File: src/rtl/quad_enc_pkg.sv
// -----------------------------------------------------------------------------
// quad_enc_pkg
// Shared types and helpers for the quadrature encoder front end.
//   state_e  : decoder FSM states (ST_INIT while filters settle, ST_RUN after)
//   S00..S01 : 2-bit Gray positions, packed as {ch_a, ch_b}
//   next_fwd : forward successor of a Gray position; the reverse successor is
//              the inverse lookup (prev == next_fwd(cur))
// -----------------------------------------------------------------------------
package quad_enc_pkg;

  typedef enum logic {
    ST_INIT = 1'b0,
    ST_RUN  = 1'b1
  } state_e;

  localparam logic [1:0] S00 = 2'b00;
  localparam logic [1:0] S10 = 2'b10;
  localparam logic [1:0] S11 = 2'b11;
  localparam logic [1:0] S01 = 2'b01;

  // Forward rotation walks 00 -> 10 -> 11 -> 01 -> 00.
  function automatic logic [1:0] next_fwd(input logic [1:0] s);
    logic [1:0] n;
    // NOTE: give every combinational result a default first so no path leaves it unassigned (no latch).
    n = S00;
    case (s)
      S00:     n = S10;
      S10:     n = S11;
      S11:     n = S01;
      S01:     n = S00;
      default: n = S00;
    endcase
    return n;
  endfunction

endpackage

File: src/rtl/quad_encoder_decoder_if.sv
// -----------------------------------------------------------------------------
// quad_encoder_decoder_if
// Pin bundle between the encoder front end and its environment.
//   ch_a, ch_b : raw encoder channels (asynchronous to clk)
//   enable     : 1 = pulses allowed, 0 = pulses suppressed (tracking continues)
//   err_clr    : synchronous clear of the sticky error
//   up, down   : one-cycle count pulses
//   dir        : 1 = last valid transition forward
//   err        : sticky illegal-transition flag
// master drives the encoder side, slave is the decoder.
// -----------------------------------------------------------------------------
interface quad_encoder_decoder_if;
  logic ch_a;
  logic ch_b;
  logic enable;
  logic err_clr;
  logic up;
  logic down;
  logic dir;
  logic err;

  modport master (
    output ch_a, ch_b, enable, err_clr,
    input  up, down, dir, err
  );

  modport slave (
    input  ch_a, ch_b, enable, err_clr,
    output up, down, dir, err
  );
endinterface

File: src/rtl/quad_channel_filter.sv
// -----------------------------------------------------------------------------
// quad_channel_filter
// One encoder channel: 2-flop synchroniser followed by a debounce counter.
// The filtered value follows the synchronised pin only after it has differed
// for FILTER_CYCLES consecutive samples; shorter glitches are dropped.
// Ports:
//   clk, rstn : clock, async active-low reset
//   i_raw     : raw asynchronous pin
//   i_bypass  : 1 = filtered value tracks the synchroniser directly
//   o_filt    : debounced channel value
// -----------------------------------------------------------------------------
module quad_channel_filter #(
  parameter int FILTER_CYCLES = 3,
  parameter int FILTER_W      = 2
) (
  input  logic clk,
  input  logic rstn,
  input  logic i_raw,
  input  logic i_bypass,
  output logic o_filt
);

  localparam logic [FILTER_W-1:0] CNT_LAST = FILTER_W'(FILTER_CYCLES - 1);

  logic                r_sync1;
  logic                r_sync2;
  logic                r_filt;
  logic [FILTER_W-1:0] r_cnt;

  // NOTE: sequential state uses non-blocking assignments so all flops update from pre-edge values.
  always_ff @(posedge clk or negedge rstn) begin
    if (!rstn) begin
      r_sync1 <= 1'b0;
      r_sync2 <= 1'b0;
      r_filt  <= 1'b0;
      r_cnt   <= '0;
    end else begin
      r_sync1 <= i_raw;
      r_sync2 <= r_sync1;
      if (i_bypass) begin
        r_filt <= r_sync2;
        r_cnt  <= '0;
      end else if (r_sync2 != r_filt) begin
        if (r_cnt == CNT_LAST) begin
          r_filt <= r_sync2;
          r_cnt  <= '0;
        end else begin
          r_cnt <= r_cnt + FILTER_W'(1);
        end
      end else begin
        // Pin agrees with the filtered value again: abandon the pending change.
        r_cnt <= '0;
      end
    end
  end

  assign o_filt = r_filt;

endmodule

File: src/rtl/quad_encoder_decoder.sv
// -----------------------------------------------------------------------------
// quad_encoder_decoder
// x4 quadrature decoder feeding the up/down counter. Both channels are
// synchronised and debounced, then the filtered Gray position is compared with
// its value one cycle earlier to produce registered up/down pulses, the
// direction flag and a sticky illegal-transition error.
// After reset the FSM sits in ST_INIT, letting the filters load the resting
// encoder position directly so a non-00 rest position causes no pulse or err.
// Ports:
//   clk, rstn : clock, async active-low reset
//   bus       : quad_encoder_decoder_if.slave (pins, controls and outputs)
// -----------------------------------------------------------------------------
module quad_encoder_decoder
  import quad_enc_pkg::*;
#(
  parameter int FILTER_CYCLES = 3,
  parameter int FILTER_W      = 2,
  parameter int INIT_W        = 3
) (
  input  logic                    clk,
  input  logic                    rstn,
  quad_encoder_decoder_if.slave   bus
);

  // Covers two synchroniser stages plus one full filter window.
  localparam logic [INIT_W-1:0] INIT_LAST = INIT_W'(2 + FILTER_CYCLES);

  state_e            r_state;
  logic [INIT_W-1:0] r_init_cnt;
  logic [1:0]        r_filt_d;
  logic              r_up;
  logic              r_down;
  logic              r_dir;
  logic              r_err;

  logic              w_filt_a;
  logic              w_filt_b;
  logic [1:0]        w_filt;
  logic              w_bypass;
  logic              w_fwd;
  logic              w_rev;
  logic              w_illegal;

  assign w_bypass = (r_state == ST_INIT);

  quad_channel_filter #(
    .FILTER_CYCLES (FILTER_CYCLES),
    .FILTER_W      (FILTER_W)
  ) u_filt_a (
    .clk      (clk),
    .rstn     (rstn),
    .i_raw    (bus.ch_a),
    .i_bypass (w_bypass),
    .o_filt   (w_filt_a)
  );

  quad_channel_filter #(
    .FILTER_CYCLES (FILTER_CYCLES),
    .FILTER_W      (FILTER_W)
  ) u_filt_b (
    .clk      (clk),
    .rstn     (rstn),
    .i_raw    (bus.ch_b),
    .i_bypass (w_bypass),
    .o_filt   (w_filt_b)
  );

  assign w_filt = {w_filt_a, w_filt_b};

  // A Gray step changes exactly one bit; any other change (both bits) is
  // illegal. next_fwd(x) never equals x, so "no change" is neither fwd nor rev.
  assign w_fwd     = (w_filt == next_fwd(r_filt_d));
  assign w_rev     = (r_filt_d == next_fwd(w_filt));
  assign w_illegal = (w_filt != r_filt_d) && !w_fwd && !w_rev;

  always_ff @(posedge clk or negedge rstn) begin
    if (!rstn) begin
      r_state    <= ST_INIT;
      r_init_cnt <= '0;
      r_filt_d   <= S00;
      r_up       <= 1'b0;
      r_down     <= 1'b0;
      r_dir      <= 1'b0;
      r_err      <= 1'b0;
    end else begin
      // Tracking never stops, even with enable low, so no backlog builds up.
      r_filt_d <= w_filt;
      case (r_state)
        ST_INIT: begin
          r_up   <= 1'b0;
          r_down <= 1'b0;
          r_err  <= 1'b0;
          if (r_init_cnt == INIT_LAST) begin
            r_state <= ST_RUN;
          end else begin
            r_init_cnt <= r_init_cnt + INIT_W'(1);
          end
        end
        ST_RUN: begin
          r_up   <= w_fwd & bus.enable;
          r_down <= w_rev & bus.enable;
          if (w_fwd) begin
            r_dir <= 1'b1;
          end else if (w_rev) begin
            r_dir <= 1'b0;
          end
          // Set has priority over clear when both land in the same cycle.
          if (w_illegal) begin
            r_err <= 1'b1;
          end else if (bus.err_clr) begin
            r_err <= 1'b0;
          end
        end
        default: begin
          r_state <= ST_INIT;
        end
      endcase
    end
  end

  assign bus.up   = r_up;
  assign bus.down = r_down;
  assign bus.dir  = r_dir;
  assign bus.err  = r_err;

endmodule

File: src/flat_wrapper.sv
// flat-port wrapper written by rule: the top's interface ports become plain ports
module quad_encoder_decoder_flat import quad_enc_pkg::*;
#(
  parameter int FILTER_CYCLES = 3,
  parameter int FILTER_W      = 2,
  parameter int INIT_W        = 3
)
  (clk, rstn, bus_ch_a, bus_ch_b, bus_enable, bus_err_clr, bus_up, bus_down, bus_dir, bus_err);
  quad_encoder_decoder_if bus_i ();
  input  logic clk;
  input  logic rstn;
  input wire logic [$bits(bus_i.ch_a)-1:0] bus_ch_a;
  input wire logic [$bits(bus_i.ch_b)-1:0] bus_ch_b;
  input wire logic [$bits(bus_i.enable)-1:0] bus_enable;
  input wire logic [$bits(bus_i.err_clr)-1:0] bus_err_clr;
  output wire logic [$bits(bus_i.up)-1:0] bus_up;
  output wire logic [$bits(bus_i.down)-1:0] bus_down;
  output wire logic [$bits(bus_i.dir)-1:0] bus_dir;
  output wire logic [$bits(bus_i.err)-1:0] bus_err;
  assign bus_i.ch_a = bus_ch_a;
  assign bus_i.ch_b = bus_ch_b;
  assign bus_i.enable = bus_enable;
  assign bus_i.err_clr = bus_err_clr;
  assign bus_up = bus_i.up;
  assign bus_down = bus_i.down;
  assign bus_dir = bus_i.dir;
  assign bus_err = bus_i.err;
  quad_encoder_decoder #(.FILTER_CYCLES(FILTER_CYCLES), .FILTER_W(FILTER_W), .INIT_W(INIT_W)) u_core (.clk(clk), .rstn(rstn), .bus(bus_i));
endmodule
File: config.mk
export PLATFORM = sky130hd
export DESIGN_NAME = quad_encoder_decoder_flat
export DESIGN_NICKNAME = d
export VERILOG_FILES = /design/src/rtl/quad_enc_pkg.sv /design/src/rtl/quad_encoder_decoder_if.sv /design/src/rtl/quad_channel_filter.sv /design/src/rtl/quad_encoder_decoder.sv /design/src/flat_wrapper.sv
export SDC_FILE = /design/constraint.sdc
export NUM_CORES = 1
export LEC_CHECK = 0
export CORE_MARGIN = 2
export CORE_UTILIZATION = 23
export CTS_CLUSTER_SIZE = 20
export DETAILED_ROUTE_END_ITERATION = 6
export HOLD_SLACK_MARGIN = 0.08
export PLACE_DENSITY = 0.42
export SYNTH_ARGS = -nofsm -noshare
export SYNTH_HDL_FRONTEND = slang
export SYNTH_HIERARCHICAL = 1
export SYNTH_SLANG_ARGS = --single-unit
File: constraint.sdc
create_clock -name clk -period 1.2 [get_ports clk]
set_input_delay 0.3 -clock clk [delete_from_list [all_inputs] [get_ports clk]]
set_output_delay 0.3 -clock clk [all_outputs]
set_load 0.05 [all_outputs]
==> impl_metrics.yaml, run 1 <==
outcome:
  outcome: "finished, final reports clean"
yosys:
  synth_area_leader_cell: "dfrtp_1"
  synthesis.area_um2: 741
  syn_inst: 58
  synth_fa_ha_area_share_pct: 3.38
  synth.distinct_cells: 14
  netlist_top_cells_area: "dfrtp_1 (68%), xnor2_1 (4.7%), xor2_1 (4.7%)"
  yosysMostFrequentCell: "dfrtp_1"
  muxShareOfSynthArea_pct: 3.04
  synth-xor-area-share_pct: 9.46
  yosysWarnings: 6
  synth_commonest_cells: "dfrtp_1 (20), a21oi_1 (6), inv_1 (5), nor2_1 (5)"
  synth_area_per_cell_um2: 12.8
  synth_compound_area_share_pct: 5.41
  synth_top_family_by_area: "XOR/XNOR gates"
  synth_top_area_share_pct: 67.6
  synth_edf_count: 0
  ys_ff_latch: 20
  async_flop_share_pct: 100
  synthSimpleGateAreaFrac_pct: 8.61
  synth_flop_cell: "dfrtp_1"
  synth_seq_area_share_pct: 67.6
  synth_fp_nets: 66
critical_path:
  required_ns: 0.90
  crit_buf_inv: 1
  crit_chain: "buf_12"
  cp_top_family: "flip-flops"
  crit_path_end_kind: "output port"
  crit_arrival_ns: 0.88
  slowest_delay_ns: 0.44
  worstSetupPathType: "flop to output port"
  cp_slowest_cell: "dfrtp_1"
  crit_fanout: 3
  startpoint_type: "flop"
floorplanning:
  rows: 20
  io_pins: 10
  die_h_um: 60.8
  core_mm2: 0.00305
  dieArea_mm2: 0.00369
  die_w_um: 60.8
  start_util_pct: 24.3
clock_network:
  clock-sinks: 20
  clkTransAtPathRegs_ns: 0.10
  cts_tree: "done"
  numCtsBuffers: 3
  cts_max_level: 1
  clk_latency_ns: 0.28
  clock_path_buffers: 2
  cts_root_buffer: "clkbuf_4"
power:
  power.share.combinational_pct: 39.3
  p_leak_nw: 0.436
  ir_drop_v: 0.000547
  internal-power_mw: 1.43
  p_sw_share_pct: 35.2
  p_sw_uw: 776
  p_clk_share_pct: 13.5
  power_density_mw_per_mm2: 2180
  pwr-share-seq_pct: 47.2
placement:
  place_hpwl_um: 799
  io_buffers: 9
  gp_congestion: 0.596
  place_inst: 114
  place_ws_ns: 0.0261
sta:
  max_freq_mhz: 844
  slew_violations: 0
  finalCritPeriodShare_pct: 98.7
  fin_setup_tns_ns: 0
  clock_skew_ns: 0.00111
  max_slew_margin_pct: 83.3
  hold_viol: 0
  rsz0062_at_grt: "true"
  finalWorstSetupSlack_ns: 0.0150
  max_slew.worst_pin.slew_ns: 0.250
  min_period_ns: 1.18
  setup_violations: 0
routing:
  drt_iter0_drc: 12
  wire_per_inst_um: 9.43
  via_count: 446
  via_per_inst: 3.78
  dr.pass1.iters: 4
  wl_um: 1110
  ant_nets: 0
  drc: 0
global_routing:
  grt_overflow: 0
  grt_first_pass_wirelength_um: 1940
  grt_start_max_net_pins: 21
  antenna_found_initial: 0
  track_usage_pct: 7.43
  grt_pass1_vias: 458
job:
  cap_violations: 0
layout:
  fin_util_pct: 33.2
  fin_nets: 84
  drive_gt1_share_pct: 24.3
  antenna_cells: 0
  stdcell_count: 118
  syn2layout_area_growth_pct: 36.7
min_path:
  hold_class: "input pin to asynchronous set/reset pin"
==> flip-flops by register name, summed over array words and instances, names as in the netlist, 2 cells and up <==
signal / flops
u_core/u_filt_b/r_cnt: 2
u_core/r_filt_d: 2
u_core/r_init_cnt: 3
u_core/u_filt_a/r_cnt: 2
==> final cells by class <==
cell class,count,area [um^2]
tap,44,55.1
fill,331,2040
sequential,20,500
inverter,5,18.8
timing repair buffer,13,173
multi-input combinational,33,243
clock buffer,3,22.5
==> placed cells by master (no fill, tap or decap) <==
| master | synthesis | layout |
|---|---|---|
| inv_1 | 5 | 4 |
| buf_12 | 0 | 5 |
| buf_4 | 0 | 3 |
| nor3b_1 | 2 | 2 |
| o21ai_0 | 1 | 1 |
| ha_2 | 0 | 1 |
| nor2_1 | 5 | 5 |
| xnor2_2 | 0 | 1 |
| dfrtp_1 | 20 | 20 |
| xor2_2 | 0 | 1 |
| mux2_2 | 2 | 2 |
| nand2_1 | 3 | 3 |
| nor2b_1 | 1 | 1 |
| or3_1 | 2 | 2 |
| xor2_1 | 4 | 3 |
| a21oi_2 | 0 | 1 |
| ha_1 | 2 | 1 |
| a21oi_1 | 6 | 5 |
| clkbuf_4 | 0 | 3 |
| o21ai_1 | 1 | 1 |
| xnor2_1 | 4 | 3 |
| inv_2 | 0 | 1 |
| clkdlybuf4s50_1 | 0 | 5 |
==> layer usage <==
metal / track usage, % / wire, um
met1: 8.81 / 511
met2: 11.5 / 538
met3: 2.56 / 36
met4: 4.66 / 27
met5: 0 / 0
==> stage by stage <==
stage | hold slack, ns | instance area (um^2) | power (mW)
after floorplan | 0.00441 | 741 | 1.55
after global placement | 0.334 | 961 | 1.89
after detailed placement | 0.337 | 961 | 1.91
after CTS | 0.333 | 983 | 2.23
after global routing | 0.339 | 1010 | 2.38
final | 0.342 | 1010 | 2.21
==> worst reg2reg max path, stage by stage (launching register included) <==
cell and delay [ns]:
dfrtp_1 0.47, xnor2_1 0.15, or3_1 0.33, nor2_1 0.10
==> final timing paths <==
kind | start | to | slack [ns] | cells after the start
max in group asynchronous | rstn | u_core/bus.dir | 0.73 | 2
min in group clk | u_core/u_filt_a/r_sync1 | u_core/u_filt_a/r_sync2 | 0.36 | 0
worst max-delay path | u_core/bus.dir | bus_dir | 0.02 | 1
worst min register to register | u_core/u_filt_a/r_sync1 | u_core/u_filt_a/r_sync2 | 0.36 | 0
worst max register to register | u_core/u_filt_a/o_filt | u_core/u_filt_a/r_cnt[0] | 0.10 | 3
worst min-delay path | rstn | u_core/u_filt_a/r_sync1 | 0.34 | 2
==> kinds of logic (layout without fill, tap and decap cells) <==
logic type	Yosys count	count (layout)
AO/OA/AOI/OAI	8	8
XOR/XNOR	8	8
adder cells (fa/ha/maj)	2	2
buffers and inverters	5	21
flip-flops	20	20
multiplexers	2	2
AND/OR/NAND/NOR	13	13
==> timing repair <==
action | 4_1_cts | 5_1_grt
pin swaps | 0 | 1
gates cloned | 0 | 0
buffers inserted | 0 | 1
endpoints found under the setup margin | 1 | 5
gates resized for setup | 0 | 5
hold buffers | 0 | 0
==> power groups by stage <==
stage                     registers (mW)  clock network [mW]  logic [mW]
after floorplan                     1.17                   0       0.386
after global placement              1.04                   0       0.852
after detailed placement            1.05                   0       0.865
after CTS                           1.03               0.325       0.868
after global routing                1.07               0.352       0.958
final                               1.04               0.297       0.868
Power figures use the tool's default switching activity.
==> run 2: changes to the inputs <==
--- a/config.mk
+++ b/config.mk
@@ -7,7 +7,6 @@
 export LEC_CHECK = 0
 export CORE_MARGIN = 2
 export CORE_UTILIZATION = 23
-export CTS_CLUSTER_SIZE = 20
 export DETAILED_ROUTE_END_ITERATION = 6
 export HOLD_SLACK_MARGIN = 0.08
 export PLACE_DENSITY = 0.42
==> results of run 2 <==
Final layout, timing and power as in run 1 (identical DEF).
==> run 3: changes to the inputs <==
--- a/config.mk
+++ b/config.mk
@@ -12,5 +12,4 @@
 export PLACE_DENSITY = 0.42
 export SYNTH_ARGS = -nofsm -noshare
 export SYNTH_HDL_FRONTEND = slang
-export SYNTH_HIERARCHICAL = 1
 export SYNTH_SLANG_ARGS = --single-unit
==> run 3 against run 2 <==
Synthesized cell count shrank 3.4%. Register-to-register slack worse by 0.02 ns. Combinational power grew 2.3%. Clock power is 32% higher. Clock skew up 0.00082 ns. Cell area up 2.6%. Critical path type unchanged. Critical endpoint unchanged. Largest power group unchanged.
==> impl_metrics.yaml, run 3 <==
yosys:
  synth_flop_cell: "dfrtp_1"
  synth_area_leader_cell: "dfrtp_1"
  async_flop_share_pct: 100
  synthesis.area_um2: 756
  synth_fp_nets: 64
  netlist_top_cells_area: "dfrtp_1 (66%), xnor2_1 (7.0%), nor4b_2 (4.0%)"
  synth_top_area_share_pct: 66.2
  synth_area_per_cell_um2: 13.5
  synth_commonest_cells: "dfrtp_1 (20), xnor2_1 (6), a21oi_1 (4), inv_1 (4), o21ai_1 (4)"
  synth_seq_area_share_pct: 66.2
  ys_ff_latch: 20
  synth.distinct_cells: 16
  yosysWarnings: 0
  syn_inst: 56
  yosysMostFrequentCell: "dfrtp_1"
  synth_edf_count: 0
layout:
  syn2layout_area_growth_pct: 37.4
  final_cell_mix: "dfrtp_1 (20), xnor2_1 (5), clkdlybuf4s50_1 (5), buf_12 (5)"
  final_common_cell: "dfrtp_1"
  fin_util_pct: 33.7
  top_register: "u_core.r_init_cnt"
  antenna_cells: 0
  fin_nets: 83
  largest_reg_flops: 3
  drive_gt1_share_pct: 25.7
  fin_area_mm2: 0.00104
sta:
  clock_skew_ns: 0.00193
  finalWorstSetupSlack_ns: 0.0250
  hold_viol: 0
  setup_violations: 0
  slew_violations: 0
  finalCritPeriodShare_pct: 97.9
  max_slew.worst_pin.slew_ns: 0.292
  max_slew_margin_pct: 80.4
  fin_setup_tns_ns: 0
  max_freq_mhz: 851
  rsz0062_at_grt: "true"
  min_period_ns: 1.17
critical_path:
  slowest_delay_ns: 0.42
  startpoint_type: "flop"
  crit_buf_inv: 1
  cp.depth: 1
  crit_path_start: "u_core.bus.dir"
  crit_path_end_kind: "output port"
  crit_fanout: 2
  rr_startpoint: "u_core.r_init_cnt[0]"
  worstSetupPathType: "flop to output port"
  crit_end: "bus_dir"
  cp_slowest_cell: "dfrtp_1"
  crit_chain: "buf_12"
  required_ns: 0.90
  reg2reg_slack_ns: 0.08
  cp_top_family: "flip-flops"
  reg2reg_to: "u_core.r_init_cnt[0]"
  reg2regPathDepth: 4
  crit_arrival_ns: 0.87
floorplanning:
  die_h_um: 61.3
  die_w_um: 61.3
  core_mm2: 0.00308
  rows: 20
  start_util_pct: 24.6
  io_pins: 10
  dieArea_mm2: 0.00376
clock_network:
  cts_root_buffer: "clkbuf_4"
  cts_tree: "done"
  clock-sinks: 20
  numCtsBuffers: 3
  cts_max_level: 1
  clkTransAtPathRegs_ns: 0.11
  clock_path_buffers: 2
  clk_latency_ns: 0.30
placement:
  place_hpwl_um: 813
  placed_cell_area_um2: 961
  gp_congestion: 0.682
  io_buffers: 9
  place_ws_ns: 0.0481
routing:
  dr.pass1.iters: 2
  via_count: 470
  wire_per_inst_um: 10.3
  drt_iter0_drc: 4
  drc: 0
  via_per_inst: 3.98
  wl_um: 1210
  ant_nets: 0
power:
  internal-power_mw: 1.52
  p_sw_uw: 802
  ir_drop_v: 0.000948
  p_clk_share_pct: 16.8
  p_sw_share_pct: 34.5
  power.total_mw: 2.32
  power.share.combinational_pct: 38.2
  pwr-share-seq_pct: 44.9
  power_density_mw_per_mm2: 2240
  p_leak_nw: 0.437
outcome:
  outcome: "finished, final reports clean"
global_routing:
  grt_start_max_net_pins: 21
  grt_overflow: 0
  antenna_found_initial: 0
  grt_first_pass_wirelength_um: 2110
  grt_pass1_vias: 423
  track_usage_pct: 8.11
min_path:
  hold_class: "input pin to asynchronous set/reset pin"
job:
  cap_violations: 0
## run 3: cell count changes after synthesis, sizes merged, moves of 2 or more
cell,before,now
xor2,4,2
nor3b,2,0
xnor2,4,6
nor4,0,2
or3,2,0
nor2,5,2
nor4b,0,2
a21oi,6,4
o21ai,2,4
## run 3: cell type report
cell class	instances	area, um^2
timing repair buffer	14	180
fill	312	2040
multi-input combinational	31	248
inverter	5	18.8
tap	44	55.1
clock buffer	4	36.3
sequential	20	500
## run 3: power groups by stage
stage / Combinational [mW] / Sequential (mW) / Clock (mW)
global placement: 0.858 / 1.06 / 0
global route: 0.970 / 1.08 / 0.445
finish: 0.888 / 1.04 / 0.391
CTS: 0.904 / 1.05 / 0.405
floorplan: 0.394 / 1.18 / 0
detailed placement: 0.870 / 1.07 / 0
## run 3: logic make-up after synthesis
logic type,Yosys count,synth area share [%]
DFF,20,66.2
and+or+nand+nor,11,10.4
AOI/OAI and AO/OA,8,5.30
xor gates and xnor gates,8,9.27
buffers and inverters,5,2.48
muxes,2,2.98
adders and majority gates,2,3.31
## run 3: stage by stage
step,hold slack [ns],std cells
2_1_floorplan,0.00441,56
3_3_place_gp,0.334,110
3_5_place_dp,0.336,110
4_1_cts,0.320,115
5_1_grt,0.313,118
6_report,0.326,118
## run 3: worst min path at each step
stage | from | to | slack, ns | depth (start not counted)
final | rstn | u_core.u_filt_b.r_cnt[1] | 0.33 | 2
after global routing | rstn | u_core.u_filt_b.r_sync1 | 0.31 | 2
after CTS | rstn | u_core.u_filt_b.r_cnt[1] | 0.32 | 2
after detailed placement | u_core.u_filt_a.r_sync1 | u_core.u_filt_a.r_sync2 | 0.34 | 0
after global placement | u_core.u_filt_a.r_sync1 | u_core.u_filt_a.r_sync2 | 0.33 | 0
after floorplan | rstn | u_core.bus.dir | 0.004 | 0
## run 3: what timing repair did
action	CTS	global route
hold endpoints to repair	0	0
hold buffers	0	0
setup buffers	1	3
endpoints found under the setup margin	1	6
gates resized for setup	0	3
## run 3: routing by layer
metal,vias up,routed length [um],GRT usage [%]
met1,231,602,11.5
met3,2,57,2.52
li1,227,-,-
met5,-,0,0
met2,10,530,10.3
met4,0,20,5.59
